<file path="src/rtl/mmu_pkg.sv">
// Shared types for the MMU tile sequencer: MMU command encoding, sequencer states
// and the default array flush length.
package mmu_pkg;

  typedef enum logic [2:0] {
    CmdReset         = 3'd0,
    CmdTrigger       = 3'd1,
    CmdSetMulVal     = 3'd2,
    CmdSetAddVal     = 3'd3,
    CmdSetPeVal      = 3'd4,
    CmdSetConvMode   = 3'd5,
    CmdSetFixMacMode = 3'd6,
    CmdIdle          = 3'd7
  } mmu_cmd_e;

  typedef enum logic [2:0] {
    StIdle,
    StCfg,
    StClr,
    StFeed,
    StDrain,
    StWait,
    StDone
  } seq_state_e;

  // 3 cycles of operand skew plus 3 cycles of propagation through the 4x4 array.
  localparam int unsigned DRAIN_CYC_DEFAULT = 6;

endpackage

</file>
<file path="src/rtl/mmu_seq.sv">
// Tile sequencer for the 4x4 systolic MMU: sets the mode, clears the array, streams K operand
// columns as TRIGGER commands, flushes with zero TRIGGERs and pulses done once the MMU is idle.
module mmu_seq
  import mmu_pkg::*;
#(
  parameter int unsigned ACLEN      = 4,
  parameter int unsigned DATA_WIDTH = 32,
  parameter int unsigned AW         = 10,
  parameter int unsigned KW         = 16,
  parameter int unsigned DRAIN_CYC  = DRAIN_CYC_DEFAULT
) (
  input  logic                    clk_i,
  input  logic                    rst_i,
  input  logic                    start_i,
  input  logic                    mode_i,
  input  logic [KW-1:0]           k_i,
  input  logic [AW-1:0]           base_addr_i,
  output logic                    ready_o,
  output logic                    done_o,
  output logic                    buf_rd_en_o,
  output logic [AW-1:0]           buf_rd_addr_o,
  input  logic [4*DATA_WIDTH-1:0] buf_data_i,
  input  logic [4*DATA_WIDTH-1:0] buf_wgt_i,
  output logic                    mmu_cmd_valid,
  output logic [ACLEN:0]          mmu_cmd,
  output logic [DATA_WIDTH-1:0]   param_1_out,
  output logic [DATA_WIDTH-1:0]   param_2_out,
  output logic [DATA_WIDTH-1:0]   data_1_out,
  output logic [DATA_WIDTH-1:0]   data_2_out,
  output logic [DATA_WIDTH-1:0]   data_3_out,
  output logic [DATA_WIDTH-1:0]   data_4_out,
  output logic [DATA_WIDTH-1:0]   weight_1_out,
  output logic [DATA_WIDTH-1:0]   weight_2_out,
  output logic [DATA_WIDTH-1:0]   weight_3_out,
  output logic [DATA_WIDTH-1:0]   weight_4_out,
  input  logic                    mmu_busy
);

  seq_state_e    r_state, w_state_d;
  logic [KW-1:0] r_cnt, w_cnt_d;
  logic [AW-1:0] r_addr, w_addr_d;
  logic          r_mode, w_mode_d;
  logic          r_trig, r_trig_data;
  logic          w_feed, w_drain;
  mmu_cmd_e      w_cmd;

  assign w_feed  = (r_state == StFeed);
  assign w_drain = (r_state == StDrain);

  always_ff @(posedge clk_i or negedge rst_i) begin
    if (!rst_i) begin
      r_state     <= StIdle;
      r_cnt       <= '0;
      r_addr      <= '0;
      r_mode      <= 1'b0;
      r_trig      <= 1'b0;
      r_trig_data <= 1'b0;
    end else begin
      r_state     <= w_state_d;
      r_cnt       <= w_cnt_d;
      r_addr      <= w_addr_d;
      r_mode      <= w_mode_d;
      // TRIGGER lags the read by one cycle so it lines up with the buffer read data.
      r_trig      <= w_feed | w_drain;
      r_trig_data <= w_feed;
    end
  end

  // r_cnt counts the remaining FEED reads, then is reused for the DRAIN cycles.
  always_comb begin
    w_state_d = r_state;
    w_cnt_d   = r_cnt;
    w_addr_d  = r_addr;
    w_mode_d  = r_mode;
    unique case (r_state)
      StIdle: begin
        if (start_i) begin
          w_cnt_d   = k_i;
          w_addr_d  = base_addr_i;
          w_mode_d  = mode_i;
          w_state_d = StCfg;
        end
      end
      StCfg: w_state_d = StClr;
      StClr: w_state_d = (r_cnt == '0) ? StDone : StFeed;
      StFeed: begin
        w_cnt_d  = r_cnt - 1'b1;
        w_addr_d = r_addr + 1'b1;
        if (r_cnt == KW'(1)) begin
          w_cnt_d   = KW'(DRAIN_CYC);
          w_state_d = StDrain;
        end
      end
      StDrain: begin
        w_cnt_d = r_cnt - 1'b1;
        if (r_cnt == KW'(1)) begin
          w_state_d = StWait;
        end
      end
      StWait: begin
        if (!mmu_busy) begin
          w_state_d = StDone;
        end
      end
      StDone:  w_state_d = StIdle;
      default: w_state_d = StIdle;
    endcase
  end

  always_comb begin
    w_cmd         = CmdIdle;
    mmu_cmd_valid = 1'b0;
    if (r_state == StCfg) begin
      w_cmd         = r_mode ? CmdSetConvMode : CmdSetFixMacMode;
      mmu_cmd_valid = 1'b1;
    end else if (r_state == StClr) begin
      w_cmd         = CmdReset;
      mmu_cmd_valid = 1'b1;
    end else if (r_trig) begin
      w_cmd         = CmdTrigger;
      mmu_cmd_valid = 1'b1;
    end
  end

  assign mmu_cmd       = {{(ACLEN - 2){1'b0}}, w_cmd};
  assign ready_o       = (r_state == StIdle);
  assign done_o        = (r_state == StDone);
  assign buf_rd_en_o   = w_feed;
  assign buf_rd_addr_o = w_feed ? r_addr : '0;
  assign param_1_out   = '0;
  assign param_2_out   = '0;

  // Drain TRIGGERs push zeros; only TRIGGERs following a read pass operands through.
  assign data_1_out   = r_trig_data ? buf_data_i[0*DATA_WIDTH +: DATA_WIDTH] : '0;
  assign data_2_out   = r_trig_data ? buf_data_i[1*DATA_WIDTH +: DATA_WIDTH] : '0;
  assign data_3_out   = r_trig_data ? buf_data_i[2*DATA_WIDTH +: DATA_WIDTH] : '0;
  assign data_4_out   = r_trig_data ? buf_data_i[3*DATA_WIDTH +: DATA_WIDTH] : '0;
  assign weight_1_out = r_trig_data ? buf_wgt_i[0*DATA_WIDTH +: DATA_WIDTH] : '0;
  assign weight_2_out = r_trig_data ? buf_wgt_i[1*DATA_WIDTH +: DATA_WIDTH] : '0;
  assign weight_3_out = r_trig_data ? buf_wgt_i[2*DATA_WIDTH +: DATA_WIDTH] : '0;
  assign weight_4_out = r_trig_data ? buf_wgt_i[3*DATA_WIDTH +: DATA_WIDTH] : '0;

endmodule

</file>
<file path="config.mk">
export PLATFORM = sky130hd
export DESIGN_NAME = mmu_seq
export DESIGN_NICKNAME = d
export VERILOG_FILES = /design/src/rtl/mmu_pkg.sv /design/src/rtl/mmu_seq.sv
export SDC_FILE = /design/constraint.sdc
export NUM_CORES = 1
export LEC_CHECK = 0
export ABC_AREA = 1
export ABC_CLOCK_PERIOD_IN_PS = 1900
export CAP_MARGIN = 20
export CORE_AREA = 2 2 242 244
export CTS_BUF_LIST = sky130_fd_sc_hd__clkbuf_2 sky130_fd_sc_hd__clkbuf_4 sky130_fd_sc_hd__clkbuf_8
export DETAILED_ROUTE_END_ITERATION = 8
export DIE_AREA = 0 0 244 246
export HOLD_SLACK_MARGIN = 0.06
export SYNTH_ARGS = -nofsm -noshare
export SYNTH_HDL_FRONTEND = slang
export SYNTH_SLANG_ARGS = --single-unit
</file>
<file path="constraint.sdc">
create_clock -name clk_i -period 1.9 [get_ports clk_i]
set_input_delay 0.475 -clock clk_i [delete_from_list [all_inputs] [get_ports clk_i]]
set_output_delay 0.475 -clock clk_i [all_outputs]
set_load 0.005 [all_outputs]
</file>
==> summary.md, run 1 <==
| Metric | Value |
|---|---|
| Setup CP Type | flip-flop to output pin |
| Total grt overflow | 0 |
| Die height | 246 µm |
| FFs w/ async S/R, synth | 100.0% |
| Crit path capture | weight_4_out[22] |
| Most numerous cell in the Yosys netlist | nand2_1 |
| P per Cell Area | 942.7 nW/µm² |
| Seq/Total Area, Yosys | 16.60% |
| Tmin final | 2.267 ns |
| WL/cell | 17.08 µm |
| Worst hold path class | flip-flop to flip-flop |
| Cell Area, Synth | 4825 µm² |
| Area leader, netlist | nand2_1 |
| Finished Core Util | 23.89% |
| Area of the multi-input gates | 3401 µm² |
| FF-to-FF End | r_cnt[11]$_DFFE_PN0P_ |
| Gp weighted congestion | 0.8691 |
| Setup slack after layout | -0.3669 ns |
| Nets | 1901 |
| Pleak | 8.509 nW |
| Cells after synthesis | 949 |
| Top_reg_cell synth | dfrtp_1 |
| Chip width | 244 µm |
| Global Route Usage Sum | 11.98% |
| CORE AREA | 57370 µm² |
| TritonRoute pass-1 iters | 4 |
| CTS tree | yes |
| Residual DRC | 0 |
| First-pass GRT wire length | 51450 µm |
| Critical path arrival | 1.79 ns |
| Die area | 60020 µm² |
| CTS clk-pin slew, worst paths | 0.08 ns |
| Synth top cells by count | nand2_1, inv_1, buf_4, nor2_1, dfrtp_1 |
| Relative slew margins | 60.72% |
| Clk_skew | 0.01053 ns |
| Worst VDD drop | 0.6509 mV |
| Clock root cell | clkbuf_8 |
| Area added between synthesis and finish | 184.1% |
| Routed vias/inst | 3.176 |
| CTS Hold Bufs | 0 |
| Top cells by area, synth | nand2_1, inv_1, dfrtp_1 |
| Fillers | 6394 |
| Ys Warns | 0 |
| Antenna violations before repair | 10 |
| Share of layout cells above drive strength 1 | 34.43% |
| Post-Route WL | 40680 µm |
| Clock sink count | 32 |
| Synthesized flop and latch total | 32 |
| Mapped Avg Cell Area | 5.084 µm² |
| Critical Path Start Type | flip-flop |
| Slew Limit Fails | 0 |
| Post-synth EDFFs | 0 |
| Final setup vio count | 256 |
| Critical path capture point type | output pin |
| HPWL Detailed | 33050 µm |
| Final period util | 119.3% |
| Initial Util | 8.410% |
| Final TNS setup | -45.56 ns |
| Max-cap violation count | 0 |
| Worst r2r path cells | 12 |
| Overall power | 12.92 mW |
| Reg area | 807.0 µm² |
| Routed vias | 7562 |
| Status | complete, but fails checks |
| Synth top area share | 27.70% |
| TritonCTS Buffers | 5 |
| Failing checks | negative setup slack |
| Cell Rows | 88 |
| Port Buffers | 559 |
| Reg2reg setup slack | 0.07 ns |
| H-tree depth | 2 |
| Skew-Pair Late Insertion Delay | 0.29 ns |
| Largest fanout on the critical path | 9 |
| Unrepaired setup endpoints after global routing | true |
| Clock tree buffer depth | 2 |
| Ports | 626 |
| Slew @ Worst Pin | 0.5848 ns |
| Hold Vio Cnt, Final | 0 |
| Worst reg2reg startpoint | r_state[2]$_DFFE_PN0P_ |
| HP Start | r_addr[9]$_DFFE_PN0P_ |
| Critical Path Source | r_trig_data$_DFF_PN0_ |
| Initial DRC Count | 195 |
| DRT antenna net count | 0 |
| Pin count of the biggest net entering global routing | 33 |
| Peak Freq | 0.4411 GHz |
| CP required | 1.42 ns |
| Synth unique cells | 37 |
| Vias in the first global route | 6867 |
## cell usage in the layout (no fill, tap or decap), types with 42 or more instances in the layout
cell type        synthesis  routed
inv_2                    4      63
buf_12                   0      42
nand2_2                  7      62
conb_1                   1      66
clkdlybuf4s50_1          0     325
nor2_1                  52      42
buf_6                    2      70
nand2_1                356     232
clkbuf_2                 0      56
buf_4                   68      60
dlymetal6s2s_1           0      42
nand2_4                  2      53
inv_1                  290     211
## timing repair
| item | in CTS | in global routing |
|---|---|---|
| resized for setup | 387 | 616 |
| buffers inserted | 22 | 52 |
| pin swaps | 0 | 4 |
| gates cloned | 8 | 9 |
| setup endpoints to repair | 268 | 286 |
## state kept, by name, indices dropped and copies added (netlist names)
name	flops
r_addr	10
r_trig_data	1
r_state	3
r_trig	1
r_cnt	16
r_mode	1
## metal layers
layer  share of wire (%)  track usage (%)  vias up
li1                    -                -     3837
met1                  40            14.47     3356
met2                  44            17.68      319
met3                  15            7.919       38
met4                 1.3            2.260       12
met5                0.17                0        -
## worst min path at each step
stage / endpoint / slack, ns / cells past startpoint
floorplan: r_addr[0]$_DFFE_PN0P_ / 0.18 / 0
global placement: r_addr[9]$_DFFE_PN0P_ / 0.49 / 2
detailed placement: r_addr[9]$_DFFE_PN0P_ / 0.49 / 2
CTS: r_addr[9]$_DFFE_PN0P_ / 0.51 / 2
global route: r_addr[9]$_DFFE_PN0P_ / 0.53 / 2
finish: r_addr[9]$_DFFE_PN0P_ / 0.51 / 2
## through the flow
stage | cells | setup slack, ns | hold WS (ns) | area (µm²)
after detailed placement | 2282 | -0.6124 | 0.4879 | 11610
final | 2381 | -0.3669 | 0.5056 | 13700
after CTS | 2320 | -0.4608 | 0.5112 | 12220
after global routing | 2381 | -0.4158 | 0.5276 | 13700
after floorplan | 1014 | 0.3907 | 0.1794 | 5069
after global placement | 2282 | -0.6538 | 0.4933 | 11610
## logic make-up (layout without fill, tap and decap cells)
| kind of cell | after synthesis | count (layout) | synth area share (%) |
|---|---|---|---|
| AOI/OAI and AO/OA | 51 | 51 | 5.887 |
| xor gates and xnor gates | 6 | 6 | 1.089 |
| adders and majority gates | 3 | 3 | 0.7781 |
| buffers and inverters | 398 | 995 | 36.75 |
| DFF | 32 | 32 | 16.60 |
| muxes | 2 | 2 | 0.4668 |
| other | 1 | 70 | 0.07773 |
| and+or+nand+nor | 456 | 457 | 38.36 |
## cell type report
class | count | share of cell area (%)
Timing Repair Buffer | 691 | 52.77
Multi-Input combinational cell | 585 | 24.82
Inverter | 296 | 8.655
Tap cell | 765 | 6.984
Sequential cell | 32 | 5.889
Clock buffer | 6 | 0.5569
Clock inverter | 2 | 0.2556
Antenna cell | 4 | 0.07304
## where the power goes
part | switching (mW) | internal (mW)
registers | 0.377 | 1.05
logic | 5.21 | 5.61
clock network | 0.280 | 0.404
total | 5.86 | 7.06
## worst max-delay path: stages (launching register included)
cell             delay [ns]
dfrtp_4                0.56
buf_12                 0.19
buf_4                  0.14
nand2_4                0.10
inv_1                  0.06
clkdlybuf4s50_1        0.44
Power figures use the tool's default switching activity.
==> run 2: changes to the inputs <==
Settings changed: SETUP_SLACK_MARGIN set to 0.05.
==> summary.md, run 2 (synthesis gave the netlist of run 1 again) <==
| Metric | Value |
|---|---|
| Status | complete, but fails checks |
| Failing checks | negative setup slack |
| Residual DRC | 0 (unchanged) |
| Top Metal Used | met5 |
| Area of the multi-input gates | 3924 µm² (+15%) |
| Setup slack after layout | -0.3422 ns (+0.02465 ns) |
| Tmin final | 2.242 ns (-0.02465 ns) |
| Worst VDD drop | 0.5991 mV (-8.0%) |
| CORE AREA | 57370 µm² (unchanged) |
| Antenna violations before repair | 8 (-2) |
| Vias in the first global route | 7365 (+7.3%) |
| Ports | 626 (unchanged) |
| Final TNS setup | -41.10 ns (+4.454 ns) |
| Reg area | 807.0 µm² (unchanged) |
| Peak Freq | 0.4460 GHz (+1.1%) |
| Fillers | 6264 (-2.0%) |
| Total grt overflow | 0 (unchanged) |
| Cell Rows | 88 (unchanged) |
| Share of layout cells above drive strength 1 | 51.97% (+18 points) |
| Final setup vio count | 252 (-1.6%) |
| Metal2 WL | 18980 µm (+6.8%) |
| Internal | 8.134 mW (+15%) |
| Routed vias | 7894 (+4.4%) |
| P per Cell Area | 993.7 nW/µm² (+5.4%) |
| Area added between synthesis and finish | 207.1% |
| Switching Power | 6.591 mW (+12%) |
| Die area | 60020 µm² (unchanged) |
| Gp weighted congestion | 0.8691 (unchanged) |
| Initial Util | 8.410% (unchanged) |
| Max-cap violation count | 0 (unchanged) |
| Port Buffers | 559 (unchanged) |
| Largest fanout on the critical path | 5 (-4) |
| Relative slew margins | 59.52% (-1.2 points) |
| Pleak | 8.874 nW (+4.3%) |
| Clk_skew | 0.01241 ns (+0.001877 ns) |
| Met3 WL | 5868 µm (-2.4%) |
| TritonCTS Buffers | 5 (unchanged) |
| Largest reg by FF count | r_cnt |
| Critical Path Start Type | flip-flop |
| Critical path capture point type | output pin |
| Clock root cell | clkbuf_8 |
| Final period util | 118.0% (-1.3 points) |
| Post-Route WL | 42660 µm (+4.9%) |
| Final cell count without fillers | 2441 (+2.5%) |
| Metal-1 WL | 17140 µm (+5.2%) |
| Unrepaired setup endpoints after global routing | true |
| HPWL Detailed | 33050 µm (unchanged) |
| CTS tree | yes |
| Die height | 246 µm (unchanged) |
| Global Route Usage Sum | 12.59% (+0.61 points) |
| Sequential share of power | 9.7% (-1.3 points) |
| Overall power | 14.73 mW (+14%) |
| Commonest non-fill, non-tap cells in the layout | clkdlybuf4s50_1, buf_6, inv_1 |
| Slew @ Worst Pin | 0.6026 ns (+0.01782 ns) |
| WL/cell | 17.47 µm (+2.3%) |
| Comb pwr share | 85.7% (+2.0 points) |
| Clock tree buffer depth | 2 (unchanged) |
| Finished Core Util | 25.83% (+1.9 points) |
| CTS clk-pin slew, worst paths | 0.08 ns (about the same) |
| Nets | 1963 (+3.3%) |
| Initial DRC Count | 200 (+2.6%) |
| CTS Hold Bufs | 0 (unchanged) |
| CP required | 1.42 ns (about the same) |
| First-pass GRT wire length | 54290 µm (+5.5%) |
| H-tree depth | 2 (unchanged) |
| Chip width | 244 µm (unchanged) |
| Setup WS pre-CTS | -0.6124 ns (unchanged) |
| Skew-Pair Late Insertion Delay | 0.29 ns (about the same) |
| Switching share of power | 44.76% (-0.61 points) |
| Routed vias/inst | 3.234 (+1.8%) |
| Worst hold path class | flip-flop to flip-flop |
| Pin count of the biggest net entering global routing | 33 (unchanged) |
| Critical path arrival | 1.77 ns (-0.02 ns) |
| Clk pwr share | 4.6% (-0.7 points) |
| Setup CP Type | flip-flop to output pin |
| Top Registers | r_cnt x16, r_addr x10, r_state x3 |
| DRT antenna net count | 0 (unchanged) |
| Hold Vio Cnt, Final | 0 (unchanged) |
| Max FFs per register | 16 (unchanged) |
| Placed cell count | 2282 (unchanged) |
| Clock sink count | 32 (unchanged) |
| Commonest non-fill, non-tap cell in the layout | clkdlybuf4s50_1 |
| Slew Limit Fails | 0 (unchanged) |
| TritonRoute pass-1 iters | 4 (unchanged) |
==> run 2: repair_timing <==
item,CTS,global route
endpoints found under the setup margin,268,297
resized for setup,834,794
gates cloned,16,14
hold endpoints to repair,0,0
buffers inserted,70,63
pin swaps,4,10
==> run 2: path summary, 6_finish.rpt <==
| kind | start | to | slack (ns) | cells after the start |
|---|---|---|---|---|
| worst max register to register | r_state[0]$_DFFE_PN0P_ | r_state[0]$_DFFE_PN0P_ | 0.02 | 12 |
| worst max-delay path | r_trig_data$_DFF_PN0_ | weight_4_out[16] | -0.34 | 8 |
| worst min register to register | r_addr[9]$_DFFE_PN0P_ | r_addr[9]$_DFFE_PN0P_ | 0.51 | 2 |
| worst min-delay path | r_addr[9]$_DFFE_PN0P_ | r_addr[9]$_DFFE_PN0P_ | 0.51 | 2 |
| max in group asynchronous | rst_i | r_state[0]$_DFFE_PN0P_ | 1.14 | 2 |
| min in group asynchronous | rst_i | r_addr[0]$_DFFE_PN0P_ | 0.55 | 2 |
==> run 2: cell type report <==
type                    instances  area share [%]
clock buffers                   6          0.5151
repair buffers                754           52.82
inverters                     296           8.005
clock inverters                 2          0.2364
flip-flops and latches         32           5.446
well taps                     765           6.459
multi-input cells             584           26.48
diodes                          2         0.03378
==> run 2: layer usage <==
layer / GRT usage, % / up-vias
met4: 1.309 / 12
met2: 19.49 / 318
met5: 0 / -
met1: 15.22 / 3573
met3: 7.745 / 34
li1: - / 3957
==> run 2: critical path, cell delays in order, from the launching register on <==
cell and delay [ns]:
dfrtp_4 0.57, buf_12 0.17, buf_16 0.13, buf_8 0.11, buf_6 0.12, buf_6 0.12
nand2_8 0.08, inv_8 0.05, buf_6 0.11
==> run 2: stage by stage <==
stage | hold slack [ns] | instance area, µm²
floorplan | 0.1794 | 5069
global placement | 0.4933 | 11610
detailed placement | 0.4879 | 11610
CTS | 0.5112 | 13050
global route | 0.5272 | 14820
finish | 0.5080 | 14820
==> run 2: power by group through the flow <==
| stage | Sequential (mW) | Clock, mW | Combinational [mW] |
|---|---|---|---|
| global placement | 1.40 | 0 | 8.13 |
| global route | 1.48 | 0.717 | 13.6 |
| finish | 1.42 | 0.684 | 12.6 |
| floorplan | 1.31 | 0 | 3.40 |
| CTS | 1.41 | 0.693 | 10.4 |
| detailed placement | 1.41 | 0 | 8.11 |
